### src/rtl/octo_uart_arbiter_pkg.sv
// Shared definitions for the octo_manager -> serial_transmitter arbiter.
// The frame width is shared with octo_manager and serial_transmitter.
package octo_uart_arbiter_pkg;

  localparam int unsigned FRAME_W = 272;

  typedef enum logic [1:0] {
    IDLE      = 2'd0,
    SEND      = 2'd1,
    WAIT_DROP = 2'd2
  } arb_state_e;

endpackage

### src/rtl/octo_uart_arbiter_if.sv
// Bus between the octo_managers, the arbiter and the serial_transmitter.
// slave is the arbiter side; master is the requester/transmitter side.
interface octo_uart_arbiter_if #(
  parameter int unsigned NUM_OCTO = 4,
  parameter int unsigned FRAME_W  = octo_uart_arbiter_pkg::FRAME_W,
  parameter int unsigned ID_W     = 2
);

  logic [NUM_OCTO-1:0]         data_avl_in;
  logic [NUM_OCTO*FRAME_W-1:0] sensor_iterations_in;
  logic                        tx_done;
  logic                        data_avl_out;
  logic [FRAME_W-1:0]          sensor_iterations_out;
  logic [ID_W-1:0]             octo_id_out;
  logic [NUM_OCTO-1:0]         reset_parser_out;
  logic [NUM_OCTO-1:0]         grant;
  logic                        timeout_err;

  modport slave (
    input  data_avl_in, sensor_iterations_in, tx_done,
    output data_avl_out, sensor_iterations_out, octo_id_out,
           reset_parser_out, grant, timeout_err
  );

  modport master (
    output data_avl_in, sensor_iterations_in, tx_done,
    input  data_avl_out, sensor_iterations_out, octo_id_out,
           reset_parser_out, grant, timeout_err
  );

endinterface

### src/rtl/octo_uart_arbiter_rr_priority_picker.sv
// Combinational round-robin picker: first set request at or after i_ptr,
// wrapping around, returned as one-hot grant and binary index.
module rr_priority_picker #(
  parameter int unsigned NUM_OCTO = 4,
  parameter int unsigned ID_W     = 2
) (
  input  logic [NUM_OCTO-1:0] i_req,
  input  logic [ID_W-1:0]     i_ptr,
  output logic [NUM_OCTO-1:0] o_grant_c,
  output logic [ID_W-1:0]     o_idx_c,
  output logic                o_valid_c
);

  // Lowest set bit overall is the wrap fallback; lowest at/after ptr overrides it.
  always_comb begin
    o_grant_c = '0;
    o_idx_c   = '0;
    o_valid_c = 1'b0;
    for (int k = NUM_OCTO - 1; k >= 0; k--) begin
      if (i_req[k]) begin
        o_grant_c    = '0;
        o_grant_c[k] = 1'b1;
        o_idx_c      = ID_W'(k);
        o_valid_c    = 1'b1;
      end
    end
    for (int k = NUM_OCTO - 1; k >= 0; k--) begin
      if (i_req[k] && (k >= int'(i_ptr))) begin
        o_grant_c    = '0;
        o_grant_c[k] = 1'b1;
        o_idx_c      = ID_W'(k);
      end
    end
  end

endmodule

### src/rtl/octo_uart_arbiter.sv
// Round-robin sharing of one serial_transmitter between NUM_OCTO octo_managers,
// running in the clk_12MHz domain with synchronized data_avl requests.
module octo_uart_arbiter #(
  parameter int unsigned NUM_OCTO     = 4,
  parameter int unsigned FRAME_W      = octo_uart_arbiter_pkg::FRAME_W,
  parameter int unsigned ID_W         = 2,
  parameter int unsigned DROP_TIMEOUT = 255
) (
  input  logic                clk_12MHz,
  input  logic                reset_n,
  octo_uart_arbiter_if.slave  bus
);

  import octo_uart_arbiter_pkg::*;

  localparam int unsigned CNT_W = $clog2(DROP_TIMEOUT + 1);

  arb_state_e          r_state, w_state_nxt;
  logic [NUM_OCTO-1:0] r_sync1, r_req_s, r_stale, w_stale_nxt;
  logic [NUM_OCTO-1:0] r_grant, w_grant_nxt, r_reset_parser, w_reset_parser_nxt;
  logic [ID_W-1:0]     r_ptr, w_ptr_nxt, r_idx, w_idx_nxt;
  logic [CNT_W-1:0]    r_cnt, w_cnt_nxt;
  logic                r_data_avl, w_data_avl_nxt, r_timeout, w_timeout_nxt;
  logic [FRAME_W-1:0]  r_frame, w_frame_nxt;

  logic [FRAME_W-1:0]  w_frames [NUM_OCTO];
  logic [NUM_OCTO-1:0] w_req_elig, w_pick_grant;
  logic [ID_W-1:0]     w_pick_idx;
  logic                w_pick_valid;

  for (genvar k = 0; k < NUM_OCTO; k++) begin : gen_frames
    assign w_frames[k] = bus.sensor_iterations_in[k*FRAME_W +: FRAME_W];
  end

  // Requesters that timed out stay masked until their data_avl drops.
  assign w_req_elig = r_req_s & ~r_stale;

  rr_priority_picker #(
    .NUM_OCTO (NUM_OCTO),
    .ID_W     (ID_W)
  ) u_picker (
    .i_req     (w_req_elig),
    .i_ptr     (r_ptr),
    .o_grant_c (w_pick_grant),
    .o_idx_c   (w_pick_idx),
    .o_valid_c (w_pick_valid)
  );

  always_ff @(posedge clk_12MHz or negedge reset_n) begin
    if (!reset_n) begin
      r_sync1 <= '0;
      r_req_s <= '0;
    end else begin
      r_sync1 <= bus.data_avl_in;
      r_req_s <= r_sync1;
    end
  end

  always_ff @(posedge clk_12MHz or negedge reset_n) begin
    if (!reset_n) begin
      r_state        <= IDLE;
      r_stale        <= '0;
      r_grant        <= '0;
      r_reset_parser <= '0;
      r_ptr          <= '0;
      r_idx          <= '0;
      r_cnt          <= '0;
      r_data_avl     <= 1'b0;
      r_timeout      <= 1'b0;
      r_frame        <= '0;
    end else begin
      r_state        <= w_state_nxt;
      r_stale        <= w_stale_nxt;
      r_grant        <= w_grant_nxt;
      r_reset_parser <= w_reset_parser_nxt;
      r_ptr          <= w_ptr_nxt;
      r_idx          <= w_idx_nxt;
      r_cnt          <= w_cnt_nxt;
      r_data_avl     <= w_data_avl_nxt;
      r_timeout      <= w_timeout_nxt;
      r_frame        <= w_frame_nxt;
    end
  end

  always_comb begin
    w_state_nxt        = r_state;
    w_stale_nxt        = r_stale & r_req_s;
    w_grant_nxt        = r_grant;
    w_reset_parser_nxt = '0;
    w_ptr_nxt          = r_ptr;
    w_idx_nxt          = r_idx;
    w_cnt_nxt          = r_cnt;
    w_data_avl_nxt     = r_data_avl;
    w_timeout_nxt      = 1'b0;
    w_frame_nxt        = r_frame;
    unique case (r_state)
      IDLE: begin
        if (w_pick_valid) begin
          w_state_nxt    = SEND;
          w_idx_nxt      = w_pick_idx;
          w_grant_nxt    = w_pick_grant;
          w_frame_nxt    = w_frames[w_pick_idx];
          w_data_avl_nxt = 1'b1;
        end
      end
      SEND: begin
        if (bus.tx_done) begin
          w_state_nxt        = WAIT_DROP;
          w_data_avl_nxt     = 1'b0;
          w_reset_parser_nxt = r_grant;
          w_ptr_nxt          = (r_idx == ID_W'(NUM_OCTO - 1)) ? '0 : r_idx + 1'b1;
          w_cnt_nxt          = '0;
        end
      end
      WAIT_DROP: begin
        // Hold ownership until the released requester withdraws its stale request.
        if ((r_req_s & r_grant) == '0) begin
          w_state_nxt = IDLE;
          w_grant_nxt = '0;
        end else if (r_cnt == CNT_W'(DROP_TIMEOUT - 1)) begin
          w_state_nxt   = IDLE;
          w_grant_nxt   = '0;
          w_timeout_nxt = 1'b1;
          w_stale_nxt   = (r_stale & r_req_s) | r_grant;
        end else begin
          w_cnt_nxt = r_cnt + 1'b1;
        end
      end
      default: w_state_nxt = IDLE;
    endcase
  end

  assign bus.data_avl_out          = r_data_avl;
  assign bus.sensor_iterations_out = r_frame;
  assign bus.octo_id_out           = r_idx;
  assign bus.reset_parser_out      = r_reset_parser;
  assign bus.grant                 = r_grant;
  assign bus.timeout_err           = r_timeout;

endmodule

### src/flat_wrapper.sv
// flat-port wrapper written by rule: the top's interface ports become plain ports
module octo_uart_arbiter_flat import octo_uart_arbiter_pkg::*;
#(
  parameter int unsigned NUM_OCTO     = 4,
  parameter int unsigned FRAME_W      = octo_uart_arbiter_pkg::FRAME_W,
  parameter int unsigned ID_W         = 2,
  parameter int unsigned DROP_TIMEOUT = 255
)
  (clk_12MHz, reset_n, bus_data_avl_in, bus_sensor_iterations_in, bus_tx_done, bus_data_avl_out, bus_sensor_iterations_out, bus_octo_id_out, bus_reset_parser_out, bus_grant, bus_timeout_err);
  octo_uart_arbiter_if #(.NUM_OCTO(NUM_OCTO), .FRAME_W(FRAME_W), .ID_W(ID_W)) bus_i ();
  input  logic clk_12MHz;
  input  logic reset_n;
  input wire logic [$bits(bus_i.data_avl_in)-1:0] bus_data_avl_in;
  input wire logic [$bits(bus_i.sensor_iterations_in)-1:0] bus_sensor_iterations_in;
  input wire logic [$bits(bus_i.tx_done)-1:0] bus_tx_done;
  output wire logic [$bits(bus_i.data_avl_out)-1:0] bus_data_avl_out;
  output wire logic [$bits(bus_i.sensor_iterations_out)-1:0] bus_sensor_iterations_out;
  output wire logic [$bits(bus_i.octo_id_out)-1:0] bus_octo_id_out;
  output wire logic [$bits(bus_i.reset_parser_out)-1:0] bus_reset_parser_out;
  output wire logic [$bits(bus_i.grant)-1:0] bus_grant;
  output wire logic [$bits(bus_i.timeout_err)-1:0] bus_timeout_err;
  assign bus_i.data_avl_in = bus_data_avl_in;
  assign bus_i.sensor_iterations_in = bus_sensor_iterations_in;
  assign bus_i.tx_done = bus_tx_done;
  assign bus_data_avl_out = bus_i.data_avl_out;
  assign bus_sensor_iterations_out = bus_i.sensor_iterations_out;
  assign bus_octo_id_out = bus_i.octo_id_out;
  assign bus_reset_parser_out = bus_i.reset_parser_out;
  assign bus_grant = bus_i.grant;
  assign bus_timeout_err = bus_i.timeout_err;
  octo_uart_arbiter #(.NUM_OCTO(NUM_OCTO), .FRAME_W(FRAME_W), .ID_W(ID_W), .DROP_TIMEOUT(DROP_TIMEOUT)) u_core (.clk_12MHz(clk_12MHz), .reset_n(reset_n), .bus(bus_i));
endmodule
### config.mk
export PLATFORM = sky130hd
export DESIGN_NAME = octo_uart_arbiter_flat
export DESIGN_NICKNAME = d
export VERILOG_FILES = /design/src/rtl/octo_uart_arbiter_pkg.sv /design/src/rtl/octo_uart_arbiter_if.sv /design/src/rtl/octo_uart_arbiter_rr_priority_picker.sv /design/src/rtl/octo_uart_arbiter.sv /design/src/flat_wrapper.sv
export SDC_FILE = /design/constraint.sdc
export NUM_CORES = 1
export LEC_CHECK = 0
export ABC_AREA = 0
export CORE_AREA = 2 2 543 545
export DETAILED_ROUTE_END_ITERATION = 16
export DIE_AREA = 0 0 545 547
export GPL_ROUTABILITY_DRIVEN = 1
export PLACE_DENSITY_LB_ADDON = 0.25
export SLEW_MARGIN = 20
export SYNTH_ARGS = -nofsm -noshare
export SYNTH_HDL_FRONTEND = slang
export SYNTH_SLANG_ARGS = --single-unit
### constraint.sdc
create_clock -name clk_12MHz -period 2.5 [get_ports clk_12MHz]
set_clock_uncertainty 0.1 [all_clocks]
set_input_delay 0.5 -clock clk_12MHz [delete_from_list [all_inputs] [get_ports clk_12MHz]]
set_output_delay 0.5 -clock clk_12MHz [all_outputs]
set_load 0.05 [all_outputs]
==> summary.txt, run 1 <==
Antenna violations before repair = 202
Worst R2R Path Depth = 12
Place WS = -0.594 ns
Startpoint Class = register
CP cell instances = or3b_4 -> a32oi_4 -> buf_12 -> buf_6 -> buf_6 -> buf_12 -> buf_12 -> buf_8 -> buf_16 -> and3_4 -> a211oi_2 -> o31ai_1
Synthesis warning total = 0
Maxcap violations = 0
Post-synth top area share = 41.2%
Overall power = 62.1 mW
Final non-filler cell total = 7709
Final Max Tran Viols = 0
Overall Global Routing Usage = 15.9%
Die Ht = 547 um
TritonCTS clock tree = done
Layout cells sized above 1 = 36.0%
Largest family of logic cells by synthesized area = compound AO/OA/AOI/OAI gates
Yosys top cell by area = dfrtp_1
Critical Path Source = u_core.r_ptr[1]
Largest net degree at the start of global routing = 88
Post-synthesis compound-gate area fraction = 32.5%
Routed wire length = 256 mm
Skew-Pair Late Insertion Delay = 0.70 ns
Max Fclk = 367 MHz
Maximum root-to-sink buffer count = 3
Nets = 4791
Most common cell after layout, fill and taps aside = clkdlybuf4s50_1
CTS sink cnt = 308
CP endpoint kind = register
Peak fanout along the critical path = 7
GP Congestion = 0.874
Most frequent cells in the layout = clkdlybuf4s50_1 (1094), buf_4 (401), dfrtp_1 (308)
Worst path slowest cell = or3b_4
I/O Buffers = 1378
Mapped Area = 18700 sq um
Outcome = finished, violations left
Global route overflow = 0
Synthesized area per cell = 9.36 sq um
First-pass GRT wire length = 306 mm
Sequential fraction of the synthesis area = 41.2%
Post-Layout Inst Area = 49800 sq um
R2R setup slack = -0.22 ns
Worst ir drop on vdd = 0.532 mV
Top post-synthesis cells by area = dfrtp_1 (41%), a221oi_1 (11%), o31ai_1 (9.5%), a211oi_1 (9.5%), and3_1 (7.9%)
Initial Util = 6.39%
Synthesized Nets = 3096
Crit path top cell by count = buf_12
Final cycle utilization of the critical path = 109%
Multiplexer share of the synthesized area = 4.20%
Worst Path Arrival = 3.19 ns
WL/cell = 33.2 um
HPWL Detailed = 201 mm
Type of the worst min-delay path = in2async
Reg clk slew, reported paths = 0.06 ns
# setup viols final = 212
Num rows = 199
1st-pass router iterations = 6
Worst rel slew slack = 51.0%
Setup repair after global routing missed its margin = yes
Final min period = 2.72 ns
Asr flop ratio synth = 100%
Reg2reg start = u_core.r_ptr[1]
Yosys reg bits = 308
Inst Count DP = 7395
LEAKAGE = 19.0 nW
PwrDens = 1250 nW/um^2
Prevailing post-synth register cell = dfrtp_1
Reg2Reg Capture Point = u_core.bus.sensor_iterations_out[21]
Number of remaining DRC errors = 0
Remaining antenna violation count = 0
Kind of critical path = reg2reg
Measured slew at the worst slew-check pin = 0.738 ns
Core area = 293000 sq um
Cell count after synthesis = 1998
Area after DPL = 39300 sq um
Worst endpoint required time = 2.96 ns
Filler cells = 32561
Io pins = 1379
Yosys cell types = 42
Post-synth EDFFs = 0
P&R area growth vs syn = 166%
Area of the die = 298000 sq um
CTS Buf Count = 49
Simple-gate share of the synthesized area = 15.2%
Final hold vios = 0
Slowest stage delay, CP = 0.42 ns
Vias = 26918
End point of the critical path = u_core.bus.sensor_iterations_out[21]
Setup WS post-layout = -0.225 ns
Failing checks = setup timing
Number of global-route vias before repair = 27283
Via/cell ratio = 3.49
Post-Route Setup TNS = -21.42 ns
Die W = 545 um
Root buffer cell = clkbuf_16
H-tree levels = 2
Adder-cell share of the synthesized area = 0.201%
Synth Area in XOR/XNOR = 0.281%
DRT iter0 DRCs = 1770
==> per-layer routing <==
metal / vias to the layer above / track usage (%) / wire (um)
li1: 11466 / - / -
met4: 126 / 4.29 / 7870
met5: - / 0 / 839
met2: 1575 / 25.1 / 114000
met3: 432 / 9.34 / 35000
met1: 13319 / 18.1 / 98400
==> timing repair <==
| action | 4_1_cts | 5_1_grt |
|---|---|---|
| hold buffers | 1 | 0 |
| hold endpoints to repair | 80 | 0 |
| endpoints found under the setup margin | 357 | 258 |
| cloned | 51 | 31 |
| buffers inserted | 61 | 81 |
| pin swaps | 185 | 253 |
| gates resized for setup | 740 | 456 |
==> cells in the mapped netlist (all sizes together), types with 2 or more instances <==
library cell and count:
dfrtp 308, nand2 293, o31ai 237, a211oi 236
and3 236, a221oi 235, clkbuf 181, buf 75
mux2i 75, o221ai 37, nor2 12, xnor2 6
inv 5, nand3 5, nor2b 5, nor3 5
nor4 5, o21ai 5, a21oi 4, a22o 4
nand2b 4, a21o 3, and2 3, ha 3
mux2 3, a22oi 2
==> worst min-delay path by stage <==
stage                            startpoint                                    to  slack, ns  cells after the start
after floorplan                     reset_n               u_core.bus.data_avl_out       0.10                      0
after global placement    u_core.r_sync1[1]                     u_core.r_req_s[1]       0.24                      0
after detailed placement  u_core.r_sync1[1]                     u_core.r_req_s[1]       0.24                      0
after CTS                           reset_n  u_core.bus.sensor_iterations_out[41]       0.09                      2
after global routing                reset_n  u_core.bus.sensor_iterations_out[41]       0.11                      2
final                               reset_n  u_core.bus.sensor_iterations_out[38]       0.16                      2
==> power by group <==
group / internal [mW] / switching (mW)
combinational: 17.3 / 28.4
sequential: 7.41 / 1.61
clock: 4.32 / 3.11
==> area by class of cell <==
type	count	area [sq um]	area share, %
repair buffers	1899	20400	41.1
flip-flops and latches	308	7710	15.5
multi-input cells	1430	14900	29.9
well taps	3919	4900	9.86
inverters	5	18.8	0.0377
clock buffers	70	1460	2.93
clock inverters	14	168	0.337
diodes	64	160	0.322
==> through the flow <==
stage / utilization (%) / hold slack (ns)
2_1_floorplan: - / 0.104
3_3_place_gp: 13.4 / 0.239
3_5_place_dp: 13.4 / 0.240
4_1_cts: 15.7 / 0.0852
5_1_grt: 17.0 / 0.112
6_report: 17.0 / 0.157
==> registers in the layout, indices dropped and copies added (netlist names) <==
| signal | flops |
|---|---|
| u_core.bus.reset_parser_out | 4 |
| u_core.bus.timeout_err | 1 |
| u_core.bus.sensor_iterations_out | 272 |
| u_core.r_stale | 4 |
| u_core.r_state | 2 |
| u_core.r_req_s | 4 |
| u_core.bus.grant | 4 |
| u_core.r_ptr | 2 |
| u_core.r_cnt | 8 |
| u_core.bus.data_avl_out | 1 |
| u_core.r_sync1 | 4 |
| u_core.bus.octo_id_out | 2 |
==> logic make-up after synthesis <==
| logic type | after synthesis |
|---|---|
| simple gates | 576 |
| compound gates | 766 |
| fa+ha+maj | 3 |
| flops | 308 |
| buf+inv | 261 |
| xor+xnor | 6 |
| mux | 78 |
==> critical path, delay by kind of cell, from the launching register on <==
| family | cells | cell delay, ns |
|---|---|---|
| buf+inv | 7 | 0.87 |
| flops | 1 | 0.37 |
| simple gates | 2 | 0.60 |
| compound gates | 3 | 0.62 |
No activity file was read; power rests on OpenSTA's default activity.
==> run 2: changes to the inputs <==
- CORE_AREA: 2 2 543 545 -> 2 2 539 541
- DIE_AREA: 0 0 545 547 -> 0 0 541 543
- SYNTH_HIERARCHICAL: unset -> 1
==> summary.txt, run 2 <==
1st-pass router iterations = 5
Number of remaining DRC errors = 0
CP endpoint kind = register
Prevailing post-synth register cell = dfrtp_1
Die W = 541 um
Area of the die = 294000 sq um
Filler cells = 32009
Kind of critical path = reg2reg
Critical Path Source = u_core/r_req_s[0]
H-tree levels = 2
Antenna violations before repair = 167
Worst R2R Path Depth = 11
Global route overflow = 0
Most frequent cells in the layout = clkdlybuf4s50_1 (1205), dfrtp_1 (308), mux4_2 (272)
Asr flop ratio synth = 100%
Synth top cells by count = dfrtp_1 (308), mux4_2 (270), mux2_4 (231)
Routed wl met2 = 98.8 mm
Remaining antenna violation count = 0
Via/cell ratio = 2.86
Final non-filler cell total = 6468
Inst Count DP = 6284
Final min period = 2.79 ns
Crit path top cell by count = buf_16
Yosys reg bits = 308
Root buffer cell = clkbuf_16
Post-synth EDFFs = 0
Setup repair after global routing missed its margin = yes
Worst ir drop on vdd = 0.594 mV
Routed wire length = 200 mm
Synthesized area per cell = 18.1 sq um
Outcome = finished, violations left
Sequential fraction of the synthesis area = 39.5%
Worst rel slew slack = 53.5%
Maxcap violations = 0
Top sig layer = met5
Met3 Wirelength = 23.5 mm
Most frequent cell after synthesis = dfrtp_1
CP cell instances = nor2b_4 -> mux2i_1 -> nor2_1 -> a311oi_4 -> buf_4 -> buf_12 -> buf_16 -> buf_16 -> clkbuf_16 -> mux4_2 -> mux2_4
Final Max Tran Viols = 0
Most common cell after layout, fill and taps aside = clkdlybuf4s50_1
First-pass GRT wire length = 241 mm
Io pins = 1379
Yosys cell types = 53
R2R setup slack = -0.29 ns
Layout cells sized above 1 = 37.6%
Cell count after synthesis = 1077
Worst Path Buf+Inv = 5
Num rows = 197
Delay-heaviest family, CP = multiplexers
GP Congestion = 0.915
End point of the critical path = u_core/bus.sensor_iterations_out[15]
Yosys top cell by area = dfrtp_1
Post-synth top area share = 39.5%
P&R area growth vs syn = 110%
Max Fclk = 359 MHz
Measured slew at the worst slew-check pin = 0.695 ns
Nets = 3699
Skew-Pair Late Insertion Delay = 0.65 ns
CTS sink cnt = 308
Worst Path Arrival = 3.26 ns
Worst path slowest cell = mux4_2
Vias = 18499
I/O Buffers = 1378
Final Util = 14.3%
Reg clk slew, reported paths = 0.06 ns
Failing checks = setup timing
Synthesis warning total = 6
DRT iter0 DRCs = 907
WL/cell = 30.9 um
Startpoint Class = register
PwrDens = 1270 nW/um^2
Core area = 287000 sq um
Max FFs per register = 272
Largest net degree at the start of global routing = 58
Maximum root-to-sink buffer count = 3
Initial Util = 6.80%
Wl on met1 = 71.5 mm
Final cycle utilization of the critical path = 111%
Synthesized Nets = 2175
TritonCTS clock tree = done
CTS Buf Count = 49
Overall Global Routing Usage = 12.9%
LEAKAGE = 15.3 nW
# setup viols final = 300
Top post-synthesis cells by area = dfrtp_1 (39%), mux4_2 (31%), mux2_4 (18%), buf_6 (2.7%), mux2_2 (2.5%)
Mapped Area = 19500 sq um
Number of global-route vias before repair = 19892
Peak fanout along the critical path = 6
Setup WS post-layout = -0.285 ns
Reg2Reg Capture Point = u_core/bus.sensor_iterations_out[15]
Type of the worst min-delay path = in2reg
HPWL Detailed = 177 mm
WP depth = 11
Reg2reg start = u_core/r_req_s[0]
Slowest stage delay, CP = 0.50 ns
Die Ht = 543 um
Final hold vios = 0
Worst endpoint required time = 2.97 ns
-- run 2: how the worst min path moves through the flow --
stage                                            to               start  depth (start not counted)  slack [ns]
2_1_floorplan               u_core/bus.data_avl_out             reset_n                          0        0.10
3_3_place_gp   u_core/bus.sensor_iterations_out[67]             reset_n                          1        0.31
3_5_place_dp   u_core/bus.sensor_iterations_out[67]             reset_n                          1        0.32
4_1_cts                           u_core/r_sync1[0]  bus_data_avl_in[0]                          1        0.10
5_1_grt                           u_core/r_sync1[0]  bus_data_avl_in[0]                          1        0.15
6_report                          u_core/r_sync1[0]  bus_data_avl_in[0]                          1        0.21
-- run 2: per-stage QoR --
stage	TNS [ns]	hold slack, ns	total power, mW	setup slack [ns]	cell area (sq um)
after detailed placement	-116.89	0.318	44.4	-0.538	38400
after global routing	-81.46	0.146	55.0	-0.376	41000
after global placement	-122.38	0.315	44.5	-0.542	38400
after floorplan	0	0.104	29.9	0.00938	19500
after CTS	-67.44	0.104	52.9	-0.302	40400
final	-53.62	0.209	52.3	-0.285	41100
-- run 2: kinds of logic after synthesis --
logic type                 after synthesis  synth area share [%]
muxes                                  548                  51.7
DFF                                    308                  39.5
adders and majority gates                3                 0.192
buffers and inverters                  108                  4.96
AOI/OAI and AO/OA                       59                  2.18
and+or+nand+nor                         51                  1.47
-- run 2: what timing repair did --
item,CTS,global route
setup endpoints to repair,402,381
gates resized for setup,51,35
pin swaps,2,2
hold endpoints to repair,114,0
buffers inserted,11,20
gates cloned,4,13
hold buffers,1,0
-- run 2: area by class of cell --
cell class / count / area, sq um / share of cell area [%]
tap: 3781 / 4730 / 11.5
sequential: 308 / 7710 / 18.8
multi-input combinational: 661 / 10900 / 26.6
clock inverter: 23 / 263 / 0.640
timing repair buffer: 1574 / 15900 / 38.7
clock buffer: 68 / 1410 / 3.43
inverter: 7 / 26.3 / 0.0640
antenna: 46 / 115 / 0.280
-- run 2: where the power goes --
part / internal (mW) / switching (mW) / total, mW
Clock: 4.43 / 2.99 / 7.42
Sequential: 7.52 / 2.25 / 9.77
Combinational: 15.7 / 19.4 / 35.1
Total: 27.6 / 24.7 / 52.3
-- run 2: metal layers --
metal	track usage, %	vias to the layer above
li1	-	7598
met1	13.6	9322
met2	22.5	1221
met3	6.55	296
met4	3.34	62
met5	0	-
==> run 3: changes to the inputs <==
- SKIP_CTS_REPAIR_TIMING: unset -> 1
==> summary.txt, run 3 (synthesis results as in run 2) <==
Overall Global Routing Usage = 12.8%
CTS Buf Count = 49
Final non-filler cell total = 6448
Setup repair after global routing missed its margin = yes
HPWL Detailed = 177 mm
TritonCTS clock tree = done
Final Util = 14.3%
WL/cell = 30.9 um
Worst Path Arrival = 3.27 ns
Maxcap violations = 0
Largest net degree at the start of global routing = 58
Global route overflow = 0
Num rows = 197
Max FFs per register = 272
Worst ir drop on vdd = 0.524 mV
DRT iter0 DRCs = 914
Antenna violations before repair = 168
CP endpoint kind = register
Inst Count DP = 6284
Failing checks = setup timing
Setup WS post-layout = -0.301 ns
P&R area growth vs syn = 111%
H-tree levels = 2
Final min period = 2.80 ns
Number of remaining DRC errors = 0
Core area = 287000 sq um
Skew-Pair Late Insertion Delay = 0.65 ns
Vias = 18346
Via/cell ratio = 2.85
I/O Buffers = 1378
Type of the worst min-delay path = in2reg
R2R setup slack = -0.30 ns
Worst rel slew slack = 56.3%
Final hold vios = 0
Outcome = finished, violations left
Die W = 541 um
Most common cell after layout, fill and taps aside = clkdlybuf4s50_1
Nets = 3684
Place WS = -0.538 ns
Area of the die = 294000 sq um
Peak fanout along the critical path = 6
Final cycle utilization of the critical path = 112%
Die Ht = 543 um
PwrDens = 1260 nW/um^2
1st-pass router iterations = 4
Reg clk slew, reported paths = 0.06 ns
Measured slew at the worst slew-check pin = 0.654 ns
Routed wire length = 199 mm
Root buffer cell = clkbuf_16
Initial Util = 6.80%
Remaining antenna violation count = 0
Layout cells sized above 1 = 37.2%
Final Max Tran Viols = 0
Io pins = 1379
Worst endpoint required time = 2.97 ns
Startpoint Class = register
Max Fclk = 357 MHz
Kind of critical path = reg2reg
First-pass GRT wire length = 240 mm
GP Congestion = 0.915
# setup viols final = 271
Maximum root-to-sink buffer count = 3
Most frequent cells in the layout = clkdlybuf4s50_1 (1096), dfrtp_1 (308), mux4_2 (272)
CTS sink cnt = 308
LEAKAGE = 16.4 nW
Number of global-route vias before repair = 19773
run 3: cell types whose count changed in the layout (fill, tap and decap cells not counted), moves of 2 or more:
cell | before | now
buf_16 | 14 | 7
a21oi_2 | 2 | 0
mux2_4 | 238 | 241
dlygate4sd2_1 | 19 | 0
a21oi_1 | 7 | 9
buf_8 | 5 | 7
buf_4 | 265 | 254
diode_2 | 46 | 41
clkbuf_16 | 60 | 62
dlymetal6s2s_1 | 0 | 128
mux2_2 | 37 | 34
clkdlybuf4s50_1 | 1205 | 1096
run 3: layout make-up:
| cell class | count | area, sq um |
|---|---|---|
| diodes | 41 | 103 |
| multi-input cells | 661 | 10900 |
| fillers | 31996 | 246000 |
| clock inverters | 23 | 263 |
| repair buffers | 1559 | 16000 |
| inverters | 7 | 26.3 |
| flip-flops and latches | 308 | 7710 |
| well taps | 3781 | 4730 |
| clock buffers | 68 | 1410 |
run 3: worst max-delay path, cell delays in order, from the launching register on:
cell,delay (ns)
dfrtp_1,0.38
nor2b_4,0.14
mux2i_1,0.14
nor2_1,0.09
a311oi_4,0.31
buf_6,0.17
buf_12,0.10
clkbuf_16,0.15
clkbuf_16,0.17
clkbuf_16,0.17
mux4_2,0.51
mux2_4,0.27
run 3: worst paths after layout:
check | startpoint | end | cells past startpoint
worst max register to register | u_core/r_req_s[0] | u_core/bus.sensor_iterations_out[15] | 11
worst max-delay path | u_core/r_req_s[0] | u_core/bus.sensor_iterations_out[15] | 11
max in group asynchronous | reset_n | u_core/bus.sensor_iterations_out[192] | 4
min in group asynchronous | reset_n | u_core/bus.sensor_iterations_out[67] | 2
worst min-delay path | bus_data_avl_in[0] | u_core/r_sync1[0] | 1
worst min register to register | u_core/r_sync1[1] | u_core/r_req_s[1] | 0
run 3: layer usage:
layer  vias up  GRT usage [%]  routed length (um)
li1       7553              -                   -
met1      9257           13.6               70900
met2      1172           22.4               98500
met3       298           6.61               24000
met4        66           3.18                5560
met5         -              0                 437
run 3: per-stage QoR:
stage               cell area, sq um  power (mW)  TNS, ns  hold slack, ns
floorplan                      19500        29.9        0           0.104
global placement               38400        44.5  -122.38           0.315
detailed placement             38400        44.4  -116.89           0.318
CTS                            40000        52.4  -124.29          -0.468
global route                   41100        54.6   -82.40           0.146
finish                         41200        52.0   -58.90           0.211
run 3: where the power goes:
group | internal, mW | switching, mW
Combinational | 15.5 | 19.4
Sequential | 7.52 | 2.20
Clock | 4.43 | 3.00
